[src/rtl/waveform_sweep_sequencer.sv]
// waveform_sweep_sequencer
// Drives the sawtooth generator's frequency bus. When idle it forwards the
// manual frequency from the parameter FSM; on a start request it runs an
// automated sweep (single up, single down, continuous triangle or repeating
// up-ramp), holding each frequency for dwellCycles enabled clock cycles.
//
// Ports
//   clk, reset      clock, asynchronous active-low reset
//   enable          sweep advance enable (low pauses the dwell count)
//   start, abort    sweep request (IDLE only) / terminate sweep (any state)
//   mode            00 up, 01 down, 10 triangle, 11 repeating up-ramp
//   startFreq/stopFreq/stepFreq/dwellCycles  sweep configuration
//   manualFreq, manualAmp   pass-through settings from the parameter FSM
//   frequency, amplitude    to the generator
//   busy, stepTick, sweepDone, configError  status
module waveform_sweep_sequencer #(
  parameter int FREQ_W  = 23,
  parameter int AMP_W   = 8,
  parameter int DWELL_W = 24
) (
  input  logic               clk,
  input  logic               reset,
  input  logic               enable,
  input  logic               start,
  input  logic               abort,
  input  logic [1:0]         mode,
  input  logic [FREQ_W-1:0]  startFreq,
  input  logic [FREQ_W-1:0]  stopFreq,
  input  logic [FREQ_W-1:0]  stepFreq,
  input  logic [DWELL_W-1:0] dwellCycles,
  input  logic [FREQ_W-1:0]  manualFreq,
  input  logic [AMP_W-1:0]   manualAmp,
  output logic [FREQ_W-1:0]  frequency,
  output logic [AMP_W-1:0]   amplitude,
  output logic               busy,
  output logic               stepTick,
  output logic               sweepDone,
  output logic               configError
);
  typedef enum logic [1:0] {S_IDLE, S_DWELL, S_STEP, S_DONE} state_e;

  localparam logic [1:0]         M_DOWN = 2'b01;
  localparam logic [1:0]         M_TRI  = 2'b10;
  localparam logic [1:0]         M_RAMP = 2'b11;
  localparam logic [DWELL_W-1:0] ONE    = DWELL_W'(1);

  state_e               state_q, state_d;
  logic [1:0]           mode_q, mode_d;
  logic [FREQ_W-1:0]    lo_q, lo_d, hi_q, hi_d, step_q, step_d, freq_q, freq_d;
  logic [DWELL_W-1:0]   dwell_q, dwell_d, cnt_q, cnt_d;
  logic                 up_q, up_d, tick_q, tick_d, cerr_q, cerr_d;
  logic [AMP_W-1:0]     amp_q;

  // Next-value datapath; one extra bit so cur+step and start+step never wrap.
  logic [FREQ_W:0]      up_sum, lo_plus;
  logic [FREQ_W-1:0]    nxt;
  logic                 nxt_up, finish;
  logic [DWELL_W-1:0]   d_in;
  logic                 cfg_bad;

  always_comb begin
    up_sum  = {1'b0, freq_q} + {1'b0, step_q};
    lo_plus = {1'b0, lo_q}   + {1'b0, step_q};
    nxt     = freq_q;
    nxt_up  = up_q;
    finish  = 1'b0;
    if (up_q) begin
      if (freq_q == hi_q) begin
        case (mode_q)
          // stop-step below start collapses to start (no underflow taken)
          M_TRI:   begin
            nxt_up = 1'b0;
            nxt    = ({1'b0, hi_q} < lo_plus) ? lo_q : hi_q - step_q;
          end
          M_RAMP:  nxt = lo_q;
          default: finish = 1'b1;
        endcase
      end else begin
        nxt = (up_sum >= {1'b0, hi_q}) ? hi_q : up_sum[FREQ_W-1:0];
      end
    end else begin
      if (freq_q == lo_q) begin
        if (mode_q == M_TRI) begin
          nxt_up = 1'b1;
          nxt    = (lo_plus > {1'b0, hi_q}) ? hi_q : lo_plus[FREQ_W-1:0];
        end else begin
          finish = 1'b1;
        end
      end else begin
        nxt = ({1'b0, freq_q} < lo_plus) ? lo_q : freq_q - step_q;
      end
    end
  end

  always_comb begin
    state_d = state_q;
    mode_d  = mode_q;
    lo_d    = lo_q;
    hi_d    = hi_q;
    step_d  = step_q;
    dwell_d = dwell_q;
    up_d    = up_q;
    freq_d  = freq_q;
    cnt_d   = cnt_q;
    tick_d  = 1'b0;
    cerr_d  = 1'b0;
    d_in    = (dwellCycles == '0) ? ONE : dwellCycles;
    cfg_bad = (startFreq >= stopFreq) || (stepFreq == '0);
    case (state_q)
      S_IDLE: begin
        freq_d = manualFreq;
        if (start && !abort) begin
          if (cfg_bad) begin
            cerr_d = 1'b1;
          end else begin
            mode_d  = mode;
            lo_d    = startFreq;
            hi_d    = stopFreq;
            step_d  = stepFreq;
            dwell_d = d_in;
            up_d    = (mode != M_DOWN);
            freq_d  = (mode == M_DOWN) ? stopFreq : startFreq;
            cnt_d   = d_in - ONE;
            // STEP is the last hold cycle, so a 1-cycle dwell skips DWELL.
            state_d = (d_in == ONE) ? S_STEP : S_DWELL;
          end
        end
      end
      S_DWELL: begin
        if (abort) begin
          state_d = S_IDLE;
        end else if (enable) begin
          if (cnt_q <= ONE) begin
            cnt_d   = '0;
            state_d = S_STEP;
          end else begin
            cnt_d = cnt_q - ONE;
          end
        end
      end
      S_STEP: begin
        if (abort) begin
          state_d = S_IDLE;
        end else if (enable) begin
          if (finish) begin
            state_d = S_DONE;
          end else begin
            freq_d  = nxt;
            up_d    = nxt_up;
            tick_d  = 1'b1;
            cnt_d   = dwell_q - ONE;
            state_d = (dwell_q == ONE) ? S_STEP : S_DWELL;
          end
        end
      end
      S_DONE:  state_d = S_IDLE;
      default: state_d = S_IDLE;
    endcase
  end

  always_ff @(posedge clk or negedge reset) begin
    if (!reset) begin
      state_q <= S_IDLE;
      mode_q  <= '0;
      lo_q    <= '0;
      hi_q    <= '0;
      step_q  <= '0;
      dwell_q <= '0;
      up_q    <= 1'b0;
      freq_q  <= '0;
      cnt_q   <= '0;
      tick_q  <= 1'b0;
      cerr_q  <= 1'b0;
      amp_q   <= '0;
    end else begin
      state_q <= state_d;
      mode_q  <= mode_d;
      lo_q    <= lo_d;
      hi_q    <= hi_d;
      step_q  <= step_d;
      dwell_q <= dwell_d;
      up_q    <= up_d;
      freq_q  <= freq_d;
      cnt_q   <= cnt_d;
      tick_q  <= tick_d;
      cerr_q  <= cerr_d;
      amp_q   <= manualAmp;
    end
  end

  assign frequency   = freq_q;
  assign amplitude   = amp_q;
  assign busy        = (state_q == S_DWELL) || (state_q == S_STEP);
  assign sweepDone   = (state_q == S_DONE);
  assign stepTick    = tick_q;
  assign configError = cerr_q;
endmodule

[config.mk]
export PLATFORM = sky130hd
export DESIGN_NAME = waveform_sweep_sequencer
export DESIGN_NICKNAME = d
export VERILOG_FILES = /design/src/rtl/waveform_sweep_sequencer.sv
export SDC_FILE = /design/constraint.sdc
export NUM_CORES = 1
export LEC_CHECK = 0
export CAP_MARGIN = 20
export CORE_MARGIN = 3
export CORE_UTILIZATION = 58
export CTS_BUF_LIST = sky130_fd_sc_hd__clkbuf_4
export DETAILED_ROUTE_END_ITERATION = 16
export PLACE_DENSITY = 0.84
export SETUP_SLACK_MARGIN = 0.05
export SLEW_MARGIN = 25
export SYNTH_ARGS = -nofsm -noshare
export SYNTH_HDL_FRONTEND = slang
export SYNTH_SLANG_ARGS = --single-unit
export TNS_END_PERCENT = 10
[constraint.sdc]
create_clock -name clk -period 6.5 [get_ports clk]
set_input_delay 0.975 -clock clk [delete_from_list [all_inputs] [get_ports clk]]
set_output_delay 0.975 -clock clk [all_outputs]
set_load 0.005 [all_outputs]
======== Yosys cells after proc, flatten, opt, wreduce, memory -nomap -nowiden ========
Cells that the tools add are included.
storage, ports and cells
  register bits after elaboration ......... 155
  latch bits .............................. 0
  RAM bits ................................ 0
  bits in read-only memories .............. 0
  bits of input ports ..................... 131
  output and inout bits ................... 35
  memories kept ........................... 0
operators by class
  add/subtract/negate cells ............... 7
  $mul .................................... 0
  divide/modulo/power cells ............... 0
  magnitude comparators ................... 6
  equal/unequal tests ..................... 23
  shift-type cells ........................ 0
  mux-type cells .......................... 59
  bitwise logic cells ..................... 1
  reduce and logical (&&, ||, !) cells .... 15
operators by type and width
  kind                   number
  $mux 23                14
  $mux 24                9
  $pmux 23 s2            2
  $pmux 24 s3            1
  $sub 24x1->24 const B  3
  $add 23x23->24         2
  $eq 24x1->1 const B    2
  $lt 23x24->1           2
  $eq 23x23->1           2
  $sub 23x23->23         2
  $ge 24x23->1           1
  $gt 24x23->1           1
  $le 24x1->1 const B    1
  $logic_not 24->1       1
  $ge 23x23->1           1
  $logic_not 23->1       1
  $mux 1                 21
  $mux 2                 10
  $ne 2x2->1 const B     7
  $reduce_and 6->1       2
  $ne 3x3->1 const B     3
  $eq 2x2->1 const B     4
  $pmux 2 s4             1
  $reduce_and 8->1       1
  other kinds (15)       17

======== Longest topological paths before layout ========
Gate-level depths: netlist of run 1.
  depth after elaboration ................. 10
  mapped depth ............................ 24
  gate-level depth less buffers ........... 22

======== Worst setup path after synthesis of run 1 ========
No wires, ideal clock.
  path kind ............................... register to register
  start ................................... reg freq_q[0], in the netlist frequency[0]
  end ..................................... reg freq_q[20], in the netlist frequency[20]
  library setup time ...................... 0.129 ns
  arrival time ............................ 4.393 ns
  setup slack ............................. 1.977 ns
  stages on the path, launching flop included .. 21
  path buffers ............................ 1
  clock period less this slack ............ 4.523 ns
  cells stage by stage .................... dfrtp_1 > ha_1 > fa_1 > nor2b_1 > nor3_1 > o41ai_4 > a21oi_1 > o31a_1 > o31ai_4 > a221oi_1 > xnor2_1 > ha_1 > o211a_1 > and4_1 > a221oi_1 > o2111ai_1 > nor2_1 > buf_2 > mux2_2 > o2111ai_1 > nand3_1
on the way
  cells in the longest elaborated chain, start to end .. 9
ends and longest elaborated chain
  element                 line  text
  from (decl)             49    logic [FREQ_W-1:0] lo_q, lo_d, hi_q, hi_d, step_q, step_d, freq_q, freq_d;
  from (signal assigned)  183   freq_q <= freq_d;
  $add 23x23->24          62    up_sum = {1'b0, freq_q} + {1'b0, step_q};
  $ge 24x23->1            79    nxt = (up_sum >= {1'b0, hi_q}) ? hi_q : up_sum[FREQ_W-1:0];
  $mux 23                 79
  $mux 23                 68    if (freq_q == hi_q) begin
  $mux 23                 67    if (up_q) begin
  $mux 23                 145   if (finish) begin
  $mux 23                 144   end else if (enable) begin
  $mux 23                 142   if (abort) begin
  $pmux 23 s2             109   case (state_q)
Several ways; a longest one is shown, not always the timed one. The select of a mux whose other input is x is not followed.
A chain may end at the register's enable or synchronous reset.

======== Worst setup path after layout of run 1 ========
  start ................................... reg lo_q[0]
  end ..................................... reg freq_q[15], in the netlist frequency[15]
on the way
  cells in the longest elaborated chain, start to end .. 10
ends and longest elaborated chain
  element                                       line    text
  from (decl)                                   49
  from (signal assigned)                        178     lo_q <= lo_d;
  $add 23x23->24                                63      lo_plus = {1'b0, lo_q} + {1'b0, step_q};
  $lt 23x24->1 or $gt 24x23->1 (tied branches)  73, 85
  $mux 23, on equally long branches             73, 85
  $pmux 23 s2 or $mux 23 (tied branches)        69, 83
  $mux 23, on equally long branches             68, 82
  $mux 23                                       67
  $mux 23                                       145
  $mux 23                                       144
  $mux 23                                       142
  $pmux 23 s2                                   109
Several ways; a longest one is shown, not always the timed one. The select of a mux whose other input is x is not followed.

==> flow_metrics.env, run 1 <==
export IMPL_pin_count=166
export IMPL_track_usage=0.431
export IMPL_drt_iter0_drc=2304
export IMPL_vias=17579
export IMPL_worstSetupPathType="register to register"
export IMPL_die_area_um2=31100
export IMPL_antenna_found_initial=1
export IMPL_wire_per_inst_um=26.2
export IMPL_avgViaCountPerCell=6.77
export IMPL_dp_hpwl_mm=53.0
export IMPL_root_buffer="clkbuf_4"
export IMPL_outcome="finished, final reports clean"
export IMPL_cts_tree="done"
export IMPL_cap_violations=0
export IMPL_start_util=0.597
export IMPL_final_antenna_net_count=0
export IMPL_gp_congestion=1.09
export IMPL_route_detailed_drc=0
export IMPL_drt_pass1_iterations=7
export IMPL_synth_nets=2407
export IMPL_post_cts_resized=0
export IMPL_cts_setup_buffers=0
export IMPL_cp_max_fo=37
export IMPL_synth_seq_area_share=0.231
export IMPL_drv_slew=0
export IMPL_std_cell_rows=61
export IMPL_clk_pin_slew_worst_paths_ns=0.20
export IMPL_port_buffers=165
export IMPL_synth_flop_cell="dfrtp_1"
export IMPL_cp_data_arrival_time_ns=6.68
export IMPL_fin_crit_ns=6.11
export IMPL_synth_cells=2080
export IMPL_die_x_um=176
export IMPL_tns_ns=0
export IMPL_tightest_slew_ns=1.01
export IMPL_hp_class="input pin to async pin"
export IMPL_ys_warn_count=0
export IMPL_worstPathRequired_ns=7.07
export IMPL_grt_overflow=0
export IMPL_hold_viol_final=0
export IMPL_finalSetupViolations=0
export IMPL_slew_headroom=0.321
export IMPL_fmax_ghz=0.164
export IMPL_rsz0062_at_grt="no"
export IMPL_register_area_um2=3880
export IMPL_grt_max_degree=80
export IMPL_nFillCells=2391
export IMPL_syn_area_um2=16800
export IMPL_cts_max_level=4
export IMPL_grt_pass1_wl_mm=102
export IMPL_startpoint_type="register"
export IMPL_core_um2=28200
export IMPL_syn_avg_cell_area_um2=8.09
export IMPL_reg2reg_slack_ns=0.39
export IMPL_cts_hold_buf=0
export IMPL_reg2reg_depth=21
export IMPL_ys_async_sr_fraction=1.00
export IMPL_cts_sinks=155
export IMPL_wl_mm=67.9
export IMPL_numCtsBuffers=17
export IMPL_fp_dieH_um=176
export IMPL_synth_cell_types=101
export IMPL_fin_crit_sh=0.940
export IMPL_timing_rr_start="lo_q[0]"
export IMPL_finalClockSkew_ns=0.0545
export IMPL_synth_seq_cells=155
export IMPL_syn_to_final_growth_pct=13.6
export IMPL_timing_rr_end="frequency[15]"
export IMPL_grt_pass1_vias=17024
export IMPL_cts_path_max_buffers=2
export IMPL_clk_latency_ns=0.67
export IMPL_nets=2531
export IMPL_drive_above_1_share=0.0726
export IMPL_synth_edf_count=0
export IMPL_end_kind="register"
export IMPL_multi_input_area_um2=12000
[routing by layer]
metal | track usage | wire length [um] | up-vias
li1 | - | - | 7796
met4 | 0.246 | 4580 | 0
met2 | 0.660 | 29100 | 1212
met3 | 0.119 | 8010 | 277
met1 | 0.547 | 26200 | 8294
met5 | 0 | 0 | -
[placed cells by master (no fill, tap or decap), drive strengths merged, types with 6 or more instances in the layout]
| cell type | n |
|---|---|
| nor2b | 27 |
| mux2 | 57 |
| or4 | 8 |
| nor4 | 29 |
| nand2b | 17 |
| o21a | 15 |
| o21ai | 167 |
| o41ai | 10 |
| a21o | 32 |
| a211oi | 25 |
| xnor2 | 116 |
| and3 | 8 |
| inv | 151 |
| o21bai | 13 |
| nand4 | 25 |
| a221oi | 20 |
| o211ai | 44 |
| o31a | 6 |
| a31oi | 19 |
| ha | 192 |
| a21oi | 165 |
| nor3b | 9 |
| clkinv | 8 |
| nand3 | 41 |
| and2 | 7 |
| mux2i | 30 |
| a211o | 7 |
| o22ai | 6 |
| nor3 | 57 |
| clkdlybuf4s50 | 164 |
| nor2 | 149 |
| or3 | 12 |
| xor2 | 51 |
| o2111ai | 9 |
| nand2 | 222 |
| o221ai | 11 |
| buf | 25 |
| clkbuf | 17 |
| dfrtp | 155 |
| o31ai | 22 |
[cell families after synthesis]
family / count (synthesis) / share of synthesized area
and+or+nand+nor: 631 / 0.181
AOI/OAI and AO/OA: 616 / 0.242
buffers and inverters: 228 / 0.0558
adders and majority gates: 196 / 0.148
xor gates and xnor gates: 167 / 0.0870
DFF: 155 / 0.231
muxes: 87 / 0.0560
[worst max-delay path, cell delays in order (launching register included)]
cell,delay [ns]
dfrtp_1,0.47
ha_1,0.29
inv_1,0.09
fa_1,0.25
nor2b_1,0.08
o31a_1,0.33
o21bai_1,0.34
nand2_1,0.19
a21o_1,0.22
a21oi_1,0.18
xnor2_1,0.14
ha_1,0.33
nand4_2,0.11
nor4_1,0.73
nand2_1,0.12
o22a_1,0.21
a31oi_2,0.39
nand2_4,0.43
a21oi_4,0.46
o32a_1,0.25
nand3_1,0.11
o41ai_2,0.31
[state kept, by name, indices dropped and copies added, names as in the netlist]
signal,cells
amplitude,8
cnt_q,24
configError,1
dwell_q,24
frequency,23
hi_q,23
lo_q,23
mode_q,2
state_q,2
stepTick,1
step_q,23
up_q,1
[cell usage after synthesis, types with 6 or more instances]
cell	instances	area share
o21ai_1	32	0.0095
nor2_1	147	0.033
inv_1	137	0.031
nor2b_1	27	0.010
a221oi_1	18	0.0094
nor4_1	26	0.0097
o221ai_1	11	0.0057
a211oi_1	23	0.010
nand3_1	39	0.012
inv_2	6	0.0013
o41ai_1	6	0.0031
o21a_1	15	0.0067
clkbuf_1	45	0.010
xor2_1	51	0.027
or4_1	8	0.0036
mux2i_1	30	0.018
o22ai_1	6	0.0022
nor3_1	53	0.016
and3_1	8	0.0030
or3_1	12	0.0045
o21bai_1	12	0.0054
dfrtp_1	155	0.23
ha_1	192	0.14
buf_2	24	0.0071
buf_6	6	0.0040
o2111ai_1	9	0.0047
o31ai_1	20	0.0089
o211ai_1	42	0.019
buf_1	7	0.0016
a211o_1	7	0.0036
mux2_2	55	0.037
o21ai_0	135	0.040
a21oi_1	161	0.048
o31a_1	6	0.0031
a21o_1	32	0.014
a31oi_1	17	0.0063
nand2_1	220	0.049
xnor2_1	116	0.060
nand4_1	24	0.0089
nand2b_1	17	0.0063
and2_1	6	0.0022
nor3b_1	9	0.0040
[metrics by stage]
stage / setup WS, ns / util / instances / instance area [um2] / hold slack, ns
after floorplan: 1.98 / - / 2080 / 16800 / 0.470
after global placement: 0.673 / 0.667 / 2563 / 18800 / 0.492
after detailed placement: 0.596 / 0.667 / 2563 / 18800 / 0.507
after CTS: 0.508 / 0.678 / 2595 / 19100 / 0.376
after global routing: 0.0623 / 0.678 / 2596 / 19100 / 0.405
final: 0.387 / 0.678 / 2596 / 19100 / 0.357
[how the worst max path moves through the flow]
stage | from | endpoint | slack, ns | cells after the start
detailed placement | lo_q[0] | frequency[15] | 0.60 | 21
floorplan | frequency[0] | frequency[20] | 1.98 | 20
CTS | lo_q[0] | frequency[3] | 0.51 | 21
global placement | lo_q[0] | frequency[15] | 0.67 | 21
finish | lo_q[0] | frequency[15] | 0.39 | 21
global route | lo_q[0] | frequency[15] | 0.06 | 21
[final cells by class]
| class | instances | share of cell area |
|---|---|---|
| Clock inverter | 15 | 0.00904 |
| Tap cell | 378 | 0.0248 |
| Clock buffer | 17 | 0.00668 |
| Multi-Input combinational cell | 1697 | 0.630 |
| Timing Repair Buffer | 189 | 0.0981 |
| Sequential cell | 155 | 0.203 |
| Antenna cell | 1 | 0.000131 |
| Inverter | 144 | 0.0283 |
Power of run 1 is not shown: default switching activity piles up to over one toggle a cycle in this logic, so the estimate is an artifact.
==> inputs of run 2 (changes only) <==
Settings changed: CORE_UTILIZATION 58 to 55, PLACE_DENSITY 0.84 to 0.83.
Clock period 6.5 ns to 5.17 ns, I/O delays scaled along.
==> run 2 against run 1 <==
Sequential cell count is the same; routed wire length grew 6.0%; critical path depth is the same; cell count grew 7.5%; non-clock buffer count grew 182; hold slack lost 0.22 ns; setup slack lost 0.30 ns; first-iteration DRC count shrank 4.9%; die area grew 5.3%.
==> flow_metrics.env, run 2 (same netlist as run 1, synthesis figures left out) <==
export IMPL_outcome="finished, final reports clean"
export IMPL_route_detailed_drc=0
export IMPL_grt_pass1_wl_mm=107
export IMPL_dp_hpwl_mm=57.2
export IMPL_cts_max_level=4
export IMPL_hp_class="input pin to async pin"
export IMPL_place_ws_ns=-0.266
export IMPL_track_usage=0.424
export IMPL_final_cell_mix="220 x nand2_1, 190 x buf_4, 188 x ha_1"
export IMPL_crit_slowest_cell="xnor2_1"
export IMPL_clk_pin_slew_worst_paths_ns=0.19
export IMPL_core_um2=29900
export IMPL_cts_sinks=155
export IMPL_cts_tree="done"
export IMPL_numCtsBuffers=17
export IMPL_syn_to_final_growth_pct=24.1
export IMPL_clk_latency_ns=0.67
export IMPL_gp_congestion=1.07
export IMPL_startpoint_type="register"
export IMPL_wl_mm=72.0
export IMPL_die_x_um=181
export IMPL_cp_max_fo=8
export IMPL_vias=18501
export IMPL_reg_largest_list="cnt_q x24, dwell_q x24"
export IMPL_nFillCells=2442
export IMPL_fmax_ghz=0.197
export IMPL_crit_chain="inv_1 > ha_1 > buf_4 > inv_2 > a2111oi_4 > a21oi_4 > buf_4 > a21oi_1 > o21bai_1 > xnor2_1 > ha_1 > a21oi_1 > o21ai_0 > a221oi_2 > o2111ai_2 > nor2_4 > buf_6 > mux2i_1 > o21ai_1 > a21oi_1 > a222oi_1"
export IMPL_timing_rr_start="step_q[4]"
export IMPL_grt_pass1_vias=17818
export IMPL_rsz0062_at_grt="yes"
export IMPL_whs_ns=0.137
export IMPL_cp_endpoint="frequency[1]"
export IMPL_reg2reg_depth=21
export IMPL_die_area_um2=32700
export IMPL_avgViaCountPerCell=6.63
export IMPL_reg2reg_slack_ns=0.08
export IMPL_final_antenna_net_count=0
export IMPL_fin_crit_sh=0.984
export IMPL_cp_startpoint="step_q[4]"
export IMPL_fin_crit_ns=5.09
export IMPL_worstPathRequired_ns=5.74
export IMPL_pin_count=166
export IMPL_final_common_cell="nand2_1"
export IMPL_worst_slack_ns=0.0828
export IMPL_hold_viol_final=0
export IMPL_drt_iter0_drc=2190
export IMPL_drive_above_1_share=0.162
export IMPL_cts_hold_buf=0
export IMPL_start_util=0.563
export IMPL_wire_per_inst_um=25.8
export IMPL_crit_top_cell="a21oi_1"
export IMPL_root_buffer="clkbuf_4"
export IMPL_nets=2713
export IMPL_timing_rr_end="frequency[1]"
export IMPL_finalSetupViolations=0
export IMPL_grt_max_degree=68
export IMPL_port_buffers=165
export IMPL_multi_input_area_um2=12400
export IMPL_cap_violations=0
export IMPL_fp_dieH_um=181
export IMPL_end_kind="register"
export IMPL_std_cell_rows=63
export IMPL_tightest_slew_ns=1.16
export IMPL_cts_path_max_buffers=2
export IMPL_drv_slew=0
export IMPL_worstSetupPathType="register to register"
export IMPL_cp_data_arrival_time_ns=5.65
export IMPL_drt_pass1_iterations=8
export IMPL_slew_headroom=0.219
export IMPL_antenna_found_initial=4
export IMPL_grt_overflow=0
export IMPL_cp_slowest_stage_delay_ns=0.48
export IMPL_register_area_um2=3880
export IMPL_finalClockSkew_ns=0.0334
run 2: cell count changes in the layout (fill, tap and decap cells not counted), moves of 3 or more:
cell      previous run  this run
a21oi_1            161       156
clkinv_8             4         1
buf_6                2        10
xnor2_1            116       109
ha_2                 0         3
nor3_1              53        50
ha_1               192       188
a21oi_2              3         7
xnor2_2              0         5
nor2b_1             27        24
o21ai_0            135       130
buf_4               20       190
o21ai_1             32        36
run 2: per-layer routing:
layer	routed length, um	vias to the layer above	track usage
met5	16	-	0
met1	28700	8783	0.576
met4	3550	2	0.179
met3	9240	221	0.110
li1	-	8184	-
met2	30500	1311	0.641
run 2: how the worst min path moves through the flow:
stage	cells past startpoint	start	end	slack, ns
3_5_place_dp	2	cnt_q[1]	cnt_q[1]	0.50
3_3_place_gp	2	cnt_q[14]	cnt_q[14]	0.49
6_report	1	reset	step_q[18]	0.14
5_1_grt	1	reset	step_q[18]	0.17
2_1_floorplan	2	cnt_q[14]	cnt_q[14]	0.47
4_1_cts	1	reset	step_q[7]	0.13
run 2: timing repair:
action,in CTS,in global routing
pin swaps,2,35
buffers inserted,1,9
gates cloned,0,1
endpoints found under the setup margin,23,23
resized for setup,16,60
run 2: layout make-up:
type	instances	share of cell area
Antenna cell	1	0.000120
Clock buffer	17	0.00611
Clock inverter	15	0.00761
Inverter	144	0.0259
Multi-Input combinational cell	1697	0.592
Sequential cell	155	0.186
Tap cell	390	0.0234
Timing Repair Buffer	371	0.159
run 2: critical path: cells and delay by family, from the launching register on:
kind / cells / cell delay [ns]
XOR/XNOR: 1 / 0.48
multiplexers: 1 / 0.09
flip-flops: 1 / 0.45
AND/OR/NAND/NOR: 1 / 0.27
adder cells (fa/ha/maj): 2 / 0.70
buffers and inverters: 5 / 0.69
AO/OA/AOI/OAI: 11 / 2.29
run 2: stage by stage:
stage | setup TNS [ns] | cells | instance area, um2 | utilization
final | 0 | 2790 | 20900 | 0.699
after global routing | -0.237 | 2790 | 20900 | 0.699
after CTS | 0 | 2781 | 20500 | 0.686
after detailed placement | -3.67 | 2748 | 20100 | 0.674
after global placement | -1.24 | 2748 | 20100 | 0.673
after floorplan | 0 | 2080 | 16800 | -
Power of run 2 is left out for the same reason.
